File: src/rtl/mem_access_unit.sv
// mem_access_unit: LC-3b memory-stage access FSM; optional response watchdog via MEM_TIMEOUT_EN
module mem_access_unit #(
  parameter int TIMEOUT_CYCLES = 255
) (
  input  logic        clk,
  input  logic        reset,
  input  logic        valid_in,
  input  logic        mem_read_in,
  input  logic        mem_write_in,
  input  logic        indirect_in,
  input  logic        byte_in,
  input  logic [15:0] mar_in,
  input  logic [15:0] mdr_in,
  output logic [15:0] dmem_address,
  output logic [15:0] dmem_wdata,
  output logic [1:0]  dmem_byte_enable,
  output logic        dmem_read,
  output logic        dmem_write,
  input  logic [15:0] dmem_rdata,
  input  logic        dmem_resp,
  output logic        stall_out,
  output logic        done_out,
  output logic [15:0] mem_data_out,
  output logic        error_out
);
  localparam logic [1:0] IDLE = 2'd0, ACC1 = 2'd1, ACC2 = 2'd2, DONE = 2'd3;
  logic [1:0] state_q, state_d;
  logic [15:0] addr_q, mdr_q, ptr_q, data_q, data_d, ea;
  logic [7:0] lb;
  logic wr_q, ind_q, byte_q, err_q, err_d;
  logic req, s1, s2, acc, hit, ldc, word, tmo;
  assign req = valid_in & (mem_read_in | mem_write_in);
  assign s1 = state_q == ACC1;
  assign s2 = state_q == ACC2;
  assign acc = s1 | s2;
  assign hit = acc & dmem_resp;
  assign ldc = hit & ~wr_q & ((s1 & ~ind_q) | s2);
  assign lb = addr_q[0] ? dmem_rdata[15:8] : dmem_rdata[7:0];
`ifdef MEM_TIMEOUT_EN
  localparam int CW = ($clog2(TIMEOUT_CYCLES + 1) < 8) ? 8 : $clog2(TIMEOUT_CYCLES + 1);
  logic [CW-1:0] cnt_q;
  assign tmo = acc & ~dmem_resp & (cnt_q == CW'(TIMEOUT_CYCLES - 1));
  always_ff @(posedge clk) begin
    if (reset || !acc || hit) cnt_q <= '0;
    else cnt_q <= cnt_q + 1'b1;
  end
`else
  logic unused_timeout;
  assign unused_timeout = |TIMEOUT_CYCLES;
  assign tmo = 1'b0;
`endif
  always_comb begin
    state_d = state_q == IDLE ? (req ? ACC1 : IDLE) :
              state_q == DONE ? IDLE :
              tmo ? DONE :
              !dmem_resp ? state_q :
              (s1 & ind_q) ? ACC2 : DONE;
    err_d = tmo;
    data_d = !ldc ? data_q : byte_q ? {8'h00, lb} : dmem_rdata;
  end
  always_ff @(posedge clk) begin
    if (reset) begin
      state_q <= IDLE;
      addr_q <= '0;
      mdr_q <= '0;
      ptr_q <= '0;
      data_q <= '0;
      wr_q <= 1'b0;
      ind_q <= 1'b0;
      byte_q <= 1'b0;
      err_q <= 1'b0;
    end else begin
      state_q <= state_d;
      data_q <= data_d;
      err_q <= err_d;
      if (state_q == IDLE && req) begin
        addr_q <= mar_in;
        mdr_q <= mdr_in;
        wr_q <= mem_write_in;
        ind_q <= indirect_in;
        byte_q <= byte_in & ~indirect_in;
      end
      if (s1 && hit && ind_q) ptr_q <= dmem_rdata;
    end
  end
  assign word = s2 | ~byte_q;
  assign ea = s2 ? ptr_q : addr_q;
  assign dmem_read = acc & ~wr_q | s1 & ind_q;
  assign dmem_write = acc & wr_q & (s2 | ~ind_q);
  assign dmem_address = !acc ? '0 : word ? {ea[15:1], 1'b0} : ea;
  assign dmem_byte_enable = !acc ? 2'b00 : word ? 2'b11 : addr_q[0] ? 2'b10 : 2'b01;
  assign dmem_wdata = !dmem_write ? '0 : byte_q ? {mdr_q[7:0], mdr_q[7:0]} : mdr_q;
  assign stall_out = (state_q == IDLE & req) | acc;
  assign done_out = state_q == DONE;
  assign mem_data_out = data_q;
  assign error_out = err_q;
endmodule

File: config.mk
export PLATFORM = sky130hd
export DESIGN_NAME = mem_access_unit
export DESIGN_NICKNAME = d
export VERILOG_FILES = /design/src/rtl/mem_access_unit.sv
export SDC_FILE = /design/constraint.sdc
export NUM_CORES = 1
export LEC_CHECK = 0
export CELL_PAD_IN_SITES_DETAIL_PLACEMENT = 0
export CELL_PAD_IN_SITES_GLOBAL_PLACEMENT = 1
export CORE_MARGIN = 10
export CORE_UTILIZATION = 34
export DETAILED_ROUTE_END_ITERATION = 16
export PLACE_DENSITY = 0.83
export SYNTH_ARGS = -nofsm -noshare
export SYNTH_HDL_FRONTEND = slang
export SYNTH_SLANG_ARGS = --single-unit
export TNS_END_PERCENT = 10
File: constraint.sdc
create_clock -name clk -period 4.7 [get_ports clk]
set_input_delay 0.47 -clock clk [delete_from_list [all_inputs] [get_ports clk]]
set_output_delay 0.47 -clock clk [all_outputs]
set_load 0.01 [all_outputs]
==> results of run 1 <==
-- kinds of logic after synthesis --
| group | Yosys count | synth area share |
|---|---|---|
| adders and majority gates | 5 | 0.02036 |
| DFF | 69 | 0.4495 |
| and+or+nand+nor | 183 | 0.2427 |
| AOI/OAI and AO/OA | 77 | 0.1494 |
| buffers and inverters | 36 | 0.05537 |
| muxes | 25 | 0.08143 |
| other | 1 | 0.001220 |
-- per-layer routing --
| metal | part of all wire | vias to the layer above | global-route usage | wire [um] |
|---|---|---|---|---|
| met5 | 0 | - | 0 | 0 |
| met1 | 0.44 | 1327 | 0.1746 | 4251 |
| met3 | 0.050 | 15 | 0.03177 | 483 |
| met2 | 0.49 | 71 | 0.2324 | 4669 |
| met4 | 0.020 | 0 | 0.06683 | 189 |
| li1 | - | 1504 | - | - |
-- worst paths after layout --
kind              depth (start not counted)          endpoint             start
hold reg to reg                           2  mem_data_out[13]  mem_data_out[13]
setup / recovery                          6     dmem_wdata[6]        state_q[0]
setup reg to reg                          5         addr_q[2]        state_q[0]
hold / removal                            2  mem_data_out[13]  mem_data_out[13]
-- stage by stage --
| stage | power (mW) | util |
|---|---|---|
| 5_1_grt | 1.994 | 0.4997 |
| 2_1_floorplan | 1.122 | - |
| 6_report | 1.871 | 0.4997 |
| 4_1_cts | 1.894 | 0.4997 |
| 3_3_place_gp | 1.388 | 0.4766 |
| 3_5_place_dp | 1.404 | 0.4766 |
-- critical path: stages (launching register included) --
cell	delay, ns
dfxtp_1	0.33
inv_1	0.14
ha_1	0.89
o211ai_2	0.34
inv_1	0.27
and2_1	0.16
clkdlybuf4s50_1	0.54
-- cells in the final DEF (no fill, tap or decap), types with 2 or more instances in the layout --
cell type        instances
buf_4                    3
and2_1                   8
dfxtp_1                 69
nand2_1                118
inv_1                    7
o211ai_2                 2
clkbuf_8                11
a311oi_1                 8
nor2_1                  34
ha_1                     5
clkdlybuf4s50_1        108
clkbuf_1                 2
a21oi_1                 60
nand3_1                 17
a31oi_1                  2
mux2i_1                 25
-- flip-flops by register name (all words and copies together) (netlist names) --
name,cells
mem_data_out,16
ind_q,1
byte_q,1
addr_q,16
state_q,2
wr_q,1
ptr_q,16
mdr_q,16
-- report_power, final --
group	switching (mW)	internal, mW	total [mW]
clock	0.216	0.275	0.491
combinational	0.373	0.299	0.672
sequential	0.0493	0.659	0.709
-- area by class of cell --
class	count	area (um^2)
fill	861	4384
multi-input combinational	291	1521
sequential	69	1381
timing repair buffer	112	1109
clock buffer	13	158.9
tap	108	135.1
clock inverter	3	43.79
inverter	8	30.03
==> metrics.yaml, run 1 <==
synthesis:
  syn_inst: 396
  synth_fp_nets: 457
  yosys_most_used_dff: "dfxtp_1"
  postSynthAreaPerCell_um2: 7.760
  ys_ff_latch: 69
  syn-cell-area_um2: 3073
  synth_commonest_cells: "nand2_1, dfxtp_1, a21oi_1"
  synth.distinct_cells: 30
  synth_edf_count: 0
  synth-seq-area-share: 0.4495
  synth_most_common_cell: "nand2_1"
  synth_top_area_frac: 0.4495
  synth_async_sr_flop_share: 0
  synth_area_leaders: "dfxtp_1, nand2_1, a21oi_1, mux2i_1, nor2_1"
  synth_top_area_cell: "dfxtp_1"
  ys_warn_count: 0
cells_and_area:
  finalNonFillerCells: 604
  syn_to_final_growth_pct: 42.51
  nNetsFinal: 552
  layout-drive-gt1-share: 0.04637
  fin_area_um2: 4379
  diodes: 0
setup_path:
  cp_max_fo: 18
  cp-start-kind: "flop"
  rrSetupSlack_ns: 2.67
  crit_type: "flop to output pin"
  cp_data_arrival_time_ns: 3.01
  cp-end-kind: "output pin"
  cp.required_ns: 4.23
cts:
  numCtsBuffers: 9
  cts_max_level: 3
  cts_tree: "yes"
  clock-sinks: 69
  clock_path_buffers: 2
  cts.repair.resized: 0
  clk_pin_slew_worst_paths_ns: 0.07
  ctsHoldBuffers: 0
  post_cts.repair.setup_buffers: 0
  clk_latency_ns: 0.33
  cts-root-buf: "clkbuf_8"
sta:
  holdWs_ns: 0.4495
  max_freq_ghz: 0.2874
  worst_slack_ns: 1.221
  rsz0062_at_grt: "no"
  skew_ns: 0.009380
  hold_viol_final: 0
  tightest_slew_ns: 1.065
  fin_crit_ns: 3.479
  slew_headroom: 0.2901
  maxSlewViolCount: 0
  setup_viol: 0
  fin_crit_sh: 0.7402
  fin_tns_setup_ns: 0
detailed_routing:
  vias: 2917
  drtAntennaViolNets: 0
  first_pass_iters: 4
  viasPerCell: 4.829
  wire_per_inst_um: 15.88
  drc: 0
  wl_mm: 9.593
  drt_iter0_drc: 101
floorplanning:
  initial_core_util: 0.3507
  fp.dieH_um: 115.1
  num_rows: 34
  die_width_um: 115.1
  ios: 111
  fp.coreArea_um2: 8763
  fp.dieArea_um2: 13240
place:
  placed_area_um2: 4177
  gp_congestion: 0.8250
  preCtsSetupSlack_ns: 1.552
  dp_cells: 588
  numPortBuffers: 109
  dp.final_hpwl_mm: 7.069
global_route:
  grt_usage: 0.1426
  gr-total-overflow: 0
  grt_pass1_vias: 2911
  grt_max_degree: 70
  antenna_found_initial: 0
  grt_pass1_wl_mm: 15.31
power:
  vdd_drop_max_v: 0.0001320
  powerDensity_nw_per_um2: 427.3
  p_leak_nw: 1.495
job:
  drv_cap: 0
run_status:
  run_status: "finished clean"
worst_hold_path:
  min_path_type: "flop to flop"
No activity file was read; power rests on OpenSTA's default activity.
==> inputs of run 2 (changes only) <==
- CORE_UTILIZATION: 34 -> 31
- PLACE_DENSITY: 0.83 -> 0.77
- clock period: 4.7 -> 3.5 ns (I/O delays scaled with it)
==> run 2 against run 1 <==
Worst setup slack worse by 0.58 ns. Wire length up 4.4%. Non-clock buffer count up 2. Highest routed layer unchanged. Clock skew down 0.0018 ns. Critical path depth down 1. Sequential share of layout area down 0.64 points. Count of clock-buffer cells in the layout down 3. Total power up 43%. Critical endpoint is now dmem_address[0]. Sequential power up 34%. Largest cell class unchanged.
==> metrics.yaml, run 2 (synthesis results as in run 1) <==
setup_path:
  crit_type: "flop to output pin"
  path_buf_inv: 3  # unchanged
  timing.rr.end: "addr_q[13]"
  rrSetupSlack_ns: 1.53  # -1.14 ns
  cp-end-kind: "output pin"
  worst_path_most_repeated_cell: "inv_1"
  cp-start-kind: "flop"
  reg2reg_from: "state_q[0]"
  cp.required_ns: 3.15  # -1.08 ns
  cp_data_arrival_time_ns: 2.51  # -0.50 ns
  critical_path.cell_chain: "inv_1 > ha_1 > inv_1 > nor4_1 > clkdlybuf4s50_1"
  slowest_stage: "clkdlybuf4s50_1"
  cp_max_fo: 20  # +2
  ff2ff_path_depth: 6  # +1
  crit_family: "buffers and inverters"
  max_stage_delay_ns: 0.59  # -0.30 ns
cells_and_area:
  layout-drive-gt1-share: 0.05422  # +0.007846
  nNetsFinal: 554  # +0.36%
  final_common_cell: "nand2_1"
  syn_to_final_growth_pct: 45.48
  final_cell_mix: "nand2_1, clkdlybuf4s50_1, dfxtp_1"
  fill_cells: 1028  # +19%
  finalNonFillerCells: 631  # +4.5%
  diodes: 0  # unchanged
place:
  dp.final_hpwl_mm: 7.417  # +4.9%
  dp_cells: 615  # +4.6%
  gp_congestion: 0.8019  # -2.8%
  numPortBuffers: 109  # unchanged
cts:
  cts.repair.resized: 0  # unchanged
  ctsHoldBuffers: 0  # unchanged
  clock-sinks: 69  # unchanged
  cts_tree: "yes"
  numCtsBuffers: 9  # unchanged
  clk_latency_ns: 0.35  # +0.02 ns
  cts-root-buf: "clkbuf_8"
  cts_max_level: 3  # unchanged
  clk_pin_slew_worst_paths_ns: 0.08  # about the same
  clock_path_buffers: 2  # unchanged
  post_cts.repair.setup_buffers: 0  # unchanged
worst_hold_path:
  hold_depth: 2  # unchanged
  min_from: "addr_q[10]"
  min_path_type: "flop to flop"
  min_to: "addr_q[10]"
sta:
  fin_tns_setup_ns: 0  # unchanged
  slew_headroom: 0.4298  # +0.1397
  rsz0062_at_grt: "no"
  fin_crit_ns: 2.857
  max_freq_ghz: 0.3500
  fin_crit_sh: 0.8164
  maxSlewViolCount: 0  # unchanged
  skew_ns: 0.007532  # -0.001848 ns
  hold_viol_final: 0  # unchanged
  tightest_slew_ns: 0.8553  # -0.2096 ns
  setup_viol: 0  # unchanged
power:
  p_leak_nw: 1.521  # +1.7%
  power.sequential.fraction: 0.356  # -0.023
  p_switching_uw: 896.7  # +41%
  pwr-share-clk: 0.300  # +0.038
  powerDensity_nw_per_um2: 598.8  # +40%
  intPower_mw: 1.780  # +44%
  vdd_drop_max_v: 0.0002423  # +84%
  combPwrFrac: 0.343  # -0.016
  swShare: 0.3350  # -0.005919
detailed_routing:
  drtAntennaViolNets: 0  # unchanged
  viasPerCell: 4.648  # -3.8%
  vias: 2933  # +0.55%
  wl_mm: 10.01  # +4.4%
  drt_iter0_drc: 146  # +45%
  wire_per_inst_um: 15.87  # -0.11%
  drc: 0  # unchanged
  first_pass_iters: 4  # unchanged
floorplanning:
  num_rows: 36  # +5.9%
  initial_core_util: 0.3158  # -0.03481
  fp.dieArea_um2: 14290  # +8.0%
  fp.coreArea_um2: 9729  # +11%
  die_width_um: 119.6  # +3.9%
  ios: 111  # unchanged
  fp.dieH_um: 119.6  # +3.9%
global_route:
  grt_usage: 0.1401  # -0.002462
  grt_max_degree: 44  # -37%
  grt_pass1_vias: 3001  # +3.1%
  grt_pass1_wl_mm: 16.16  # +5.5%
  gr-total-overflow: 0  # unchanged
  antenna_found_initial: 0  # unchanged
job:
  drv_cap: 0  # unchanged
run_status:
  run_status: "finished clean"
[run 2: worst max-delay path by stage]
| stage | from | endpoint | slack, ns | cells after the start |
|---|---|---|---|---|
| floorplan | state_q[0] | dmem_wdata[0] | 1.66 | 6 |
| global placement | state_q[1] | dmem_address[0] | 1.09 | 5 |
| detailed placement | state_q[1] | dmem_address[0] | 1.0 | 5 |
| CTS | state_q[1] | dmem_address[0] | 0.59 | 5 |
| global route | state_q[1] | dmem_address[0] | 0.46 | 5 |
| finish | state_q[1] | dmem_address[0] | 0.64 | 5 |
[run 2: metrics by stage]
step	hold slack [ns]	cell area (um^2)	worst slack (ns)	power, mW	util
after floorplan	0.4357	3073	1.657	1.507	-
after global placement	0.4395	4223	1.090	1.882	0.4340
after detailed placement	0.4469	4223	0.9957	1.902	0.4340
after CTS	0.4579	4471	0.5907	2.705	0.4595
after global routing	0.4724	4471	0.4580	2.844	0.4595
final	0.4550	4471	0.6427	2.677	0.4595
[run 2: worst register-to-register path: stages, from the launching register on]
cell and delay (ns):
dfxtp_1 0.34, inv_1 0.15, ha_1 0.30, o211a_1 0.57, buf_4 0.34, nand2_1 0.09
a21oi_1 0.12
[run 2: final cells by class]
type | count | area, um^2 | area share
clock buffer | 10 | 137.6 | 0.03079
sequential | 69 | 1381 | 0.3090
clock inverter | 6 | 110.1 | 0.02463
inverter | 8 | 30.03 | 0.006717
timing repair buffer | 114 | 1124 | 0.2513
tap | 133 | 166.4 | 0.03722
multi-input combinational | 291 | 1521 | 0.3403
[run 2: power by group through the flow]
stage | Combinational, mW | Sequential (mW) | Clock, mW
2_1_floorplan | 0.546 | 0.961 | 0
4_1_cts | 0.934 | 0.954 | 0.817
6_report | 0.919 | 0.953 | 0.804
5_1_grt | 1.01 | 0.969 | 0.863
3_3_place_gp | 0.915 | 0.967 | 0
3_5_place_dp | 0.931 | 0.972 | 0
[run 2: per-layer routing]
metal,vias to the layer above,track usage,share of wire
li1,1513,-,-
met1,1327,0.1738,0.45
met2,77,0.2270,0.48
met3,16,0.03000,0.043
met4,0,0.06637,0.023
met5,-,0,0
==> inputs of run 3 (changes only) <==
- clock period: 3.5 -> 2.9 ns (I/O delays scaled with it)
==> run 3 against run 2 <==
Flip-flop and latch count did not move. Core utilization up 0.077 points. Hold slack worse by 0.067 ns. Critical path depth increased by 1. Count of clock-buffer cells in the layout is 2 higher. Worst setup slack got worse by 0.50 ns. Final cell count increased by 0.32%. Critical path type unchanged. Sequential share of layout area shrank 0.052 points. Wire length is the same. First-iteration DRC count decreased by 14%.
==> metrics.yaml, run 3 (synthesis results as in run 1) <==
run_status:
  run_status: "finished clean"
global_route:
  grt_pass1_vias: 3106  # +3.5%
  gr-total-overflow: 0  # unchanged
  use_met3: 0.03188  # +0.001875
  antenna_found_initial: 0  # unchanged
  met1_usage: 0.1610  # -0.01287
  grt_pass1_wl_mm: 16.07  # -0.55%
  grtUsageMet2: 0.2345  # +0.007565
  grt_usage: 0.1380  # -0.002167
  grt_max_degree: 47  # +6.8%
  grt_busiest_layer: "met2"
worst_hold_path:
  min_from: "reset"
  min_path_type: "input port to flop"
setup_path:
  reg2reg_from: "state_q[0]"
  startpoint: "state_q[0]"
  crit_type: "flop to output pin"
  cp_data_arrival_time_ns: 2.47  # -0.04 ns
  cp.required_ns: 2.61  # -0.54 ns
  cp_max_fo: 9  # -55%
  cp-end-kind: "output pin"
  cp-start-kind: "flop"
floorplanning:
  ios: 111  # unchanged
  die_width_um: 119.6  # unchanged
  fp.dieArea_um2: 14290  # unchanged
  initial_core_util: 0.3158  # unchanged
  fp.dieH_um: 119.6  # unchanged
  num_rows: 36  # unchanged
  fp.coreArea_um2: 9729  # unchanged
cells_and_area:
  fill_cells: 1011  # -1.7%
  final_cell_mix: "nand2_1, clkdlybuf4s50_1, dfxtp_1"
  nNetsFinal: 556  # +0.36%
  layout-drive-gt1-share: 0.05800  # +0.003783
  syn_to_final_growth_pct: 45.72
  final_common_cell: "nand2_1"
  final_core_util: 0.4603  # +0.0007710
  diodes: 0  # unchanged
cts:
  numCtsBuffers: 9  # unchanged
  clock-sinks: 69  # unchanged
  post_cts.repair.setup_buffers: 0  # unchanged
  cts-root-buf: "clkbuf_8"
  clk_latency_ns: 0.34  # about the same
  ctsHoldBuffers: 0  # unchanged
  clk_pin_slew_worst_paths_ns: 0.07  # about the same
  cts_max_level: 3  # unchanged
  cts_tree: "yes"
  clock_path_buffers: 2  # unchanged
sta:
  maxSlewViolCount: 0  # unchanged
  hold_viol_final: 0  # unchanged
  max_freq_ghz: 0.3624
  fin_tns_setup_ns: 0  # unchanged
  tightest_slew_ns: 0.6901  # -0.1652 ns
  fin_crit_ns: 2.759
  slew_headroom: 0.5395  # +0.1096
  setup_viol: 0  # unchanged
  fin_crit_sh: 0.9515
  rsz0062_at_grt: "no"
  skew_ns: 0.007377  # -0.0001552 ns
detailed_routing:
  drc: 0  # unchanged
  vias: 2968  # +1.2%
  viasPerCell: 4.689  # +0.87%
  drtAntennaViolNets: 0  # unchanged
  wire_per_inst_um: 15.82  # -0.32%
  first_pass_iters: 6  # +2
  drt_iter0_drc: 126  # -14%
  wl_mm: 10.01  # unchanged
power:
  p_leak_nw: 1.528  # +0.46%
  powerDensity_nw_per_um2: 710.8  # +19%
  vdd_drop_max_v: 0.0003699  # +53%
place:
  gp_congestion: 0.8493  # +5.9%
  numPortBuffers: 109  # unchanged
  dp.final_hpwl_mm: 7.531  # +1.5%
job:
  drv_cap: 0  # unchanged
[run 3: worst max-delay path: stages, from the launching register on]
cell             delay (ns)
dfxtp_1                0.39
inv_1                  0.12
ha_1                   0.35
o211ai_4               0.37
inv_1                  0.20
and2_1                 0.21
clkdlybuf4s50_1        0.49
[run 3: cell type report]
type,count,area [um^2],share of cell area
timing repair buffer,116,1139,0.2543
clock inverter,4,70.07,0.01565
inverter,8,30.03,0.006706
multi-input combinational,291,1536,0.3431
clock buffer,12,155.1,0.03465
sequential,69,1381,0.3085
tap,133,166.4,0.03716
[run 3: path summary, 6_finish.rpt]
check,endpoint,slack [ns],depth (start not counted)
hold / removal,state_q[1],0.39,2
hold reg to reg,mem_data_out[14],0.45,2
setup reg to reg,mem_data_out[1],0.95,5
setup / recovery,dmem_wdata[5],0.14,6
[run 3: repair_timing]
item | CTS | global route
gates resized for setup | 1 | 1
endpoints found under the setup margin | 1 | 1
gates cloned | 0 | 0
[run 3: per-stage QoR]
step | total power [mW] | setup WS, ns | std cells | hold WS, ns | instance area [um^2]
CTS | 3.206 | 0.07960 | 633 | 0.3715 | 4472
global route | 3.372 | 0.009407 | 633 | 0.3945 | 4478
finish | 3.183 | 0.1407 | 633 | 0.3878 | 4478
global placement | 2.285 | 0.5509 | 617 | 0.4415 | 4238
detailed placement | 2.307 | 0.3682 | 617 | 0.4439 | 4238
floorplan | 1.819 | 1.117 | 396 | 0.4260 | 3073
[run 3: power by group]
part / switching, mW / leakage [nW] / internal [mW]
combinational: 0.644 / 0.850 / 0.510
clock: 0.355 / 0.116 / 0.529
sequential: 0.0766 / 0.561 / 1.07
total: 1.08 / 1.53 / 2.11
[run 3: layer usage]
| metal | wire [um] | up-vias |
|---|---|---|
| li1 | - | 1511 |
| met1 | 4361 | 1359 |
| met2 | 4927 | 77 |
| met3 | 471 | 21 |
| met4 | 250 | 0 |
| met5 | 0 | - |
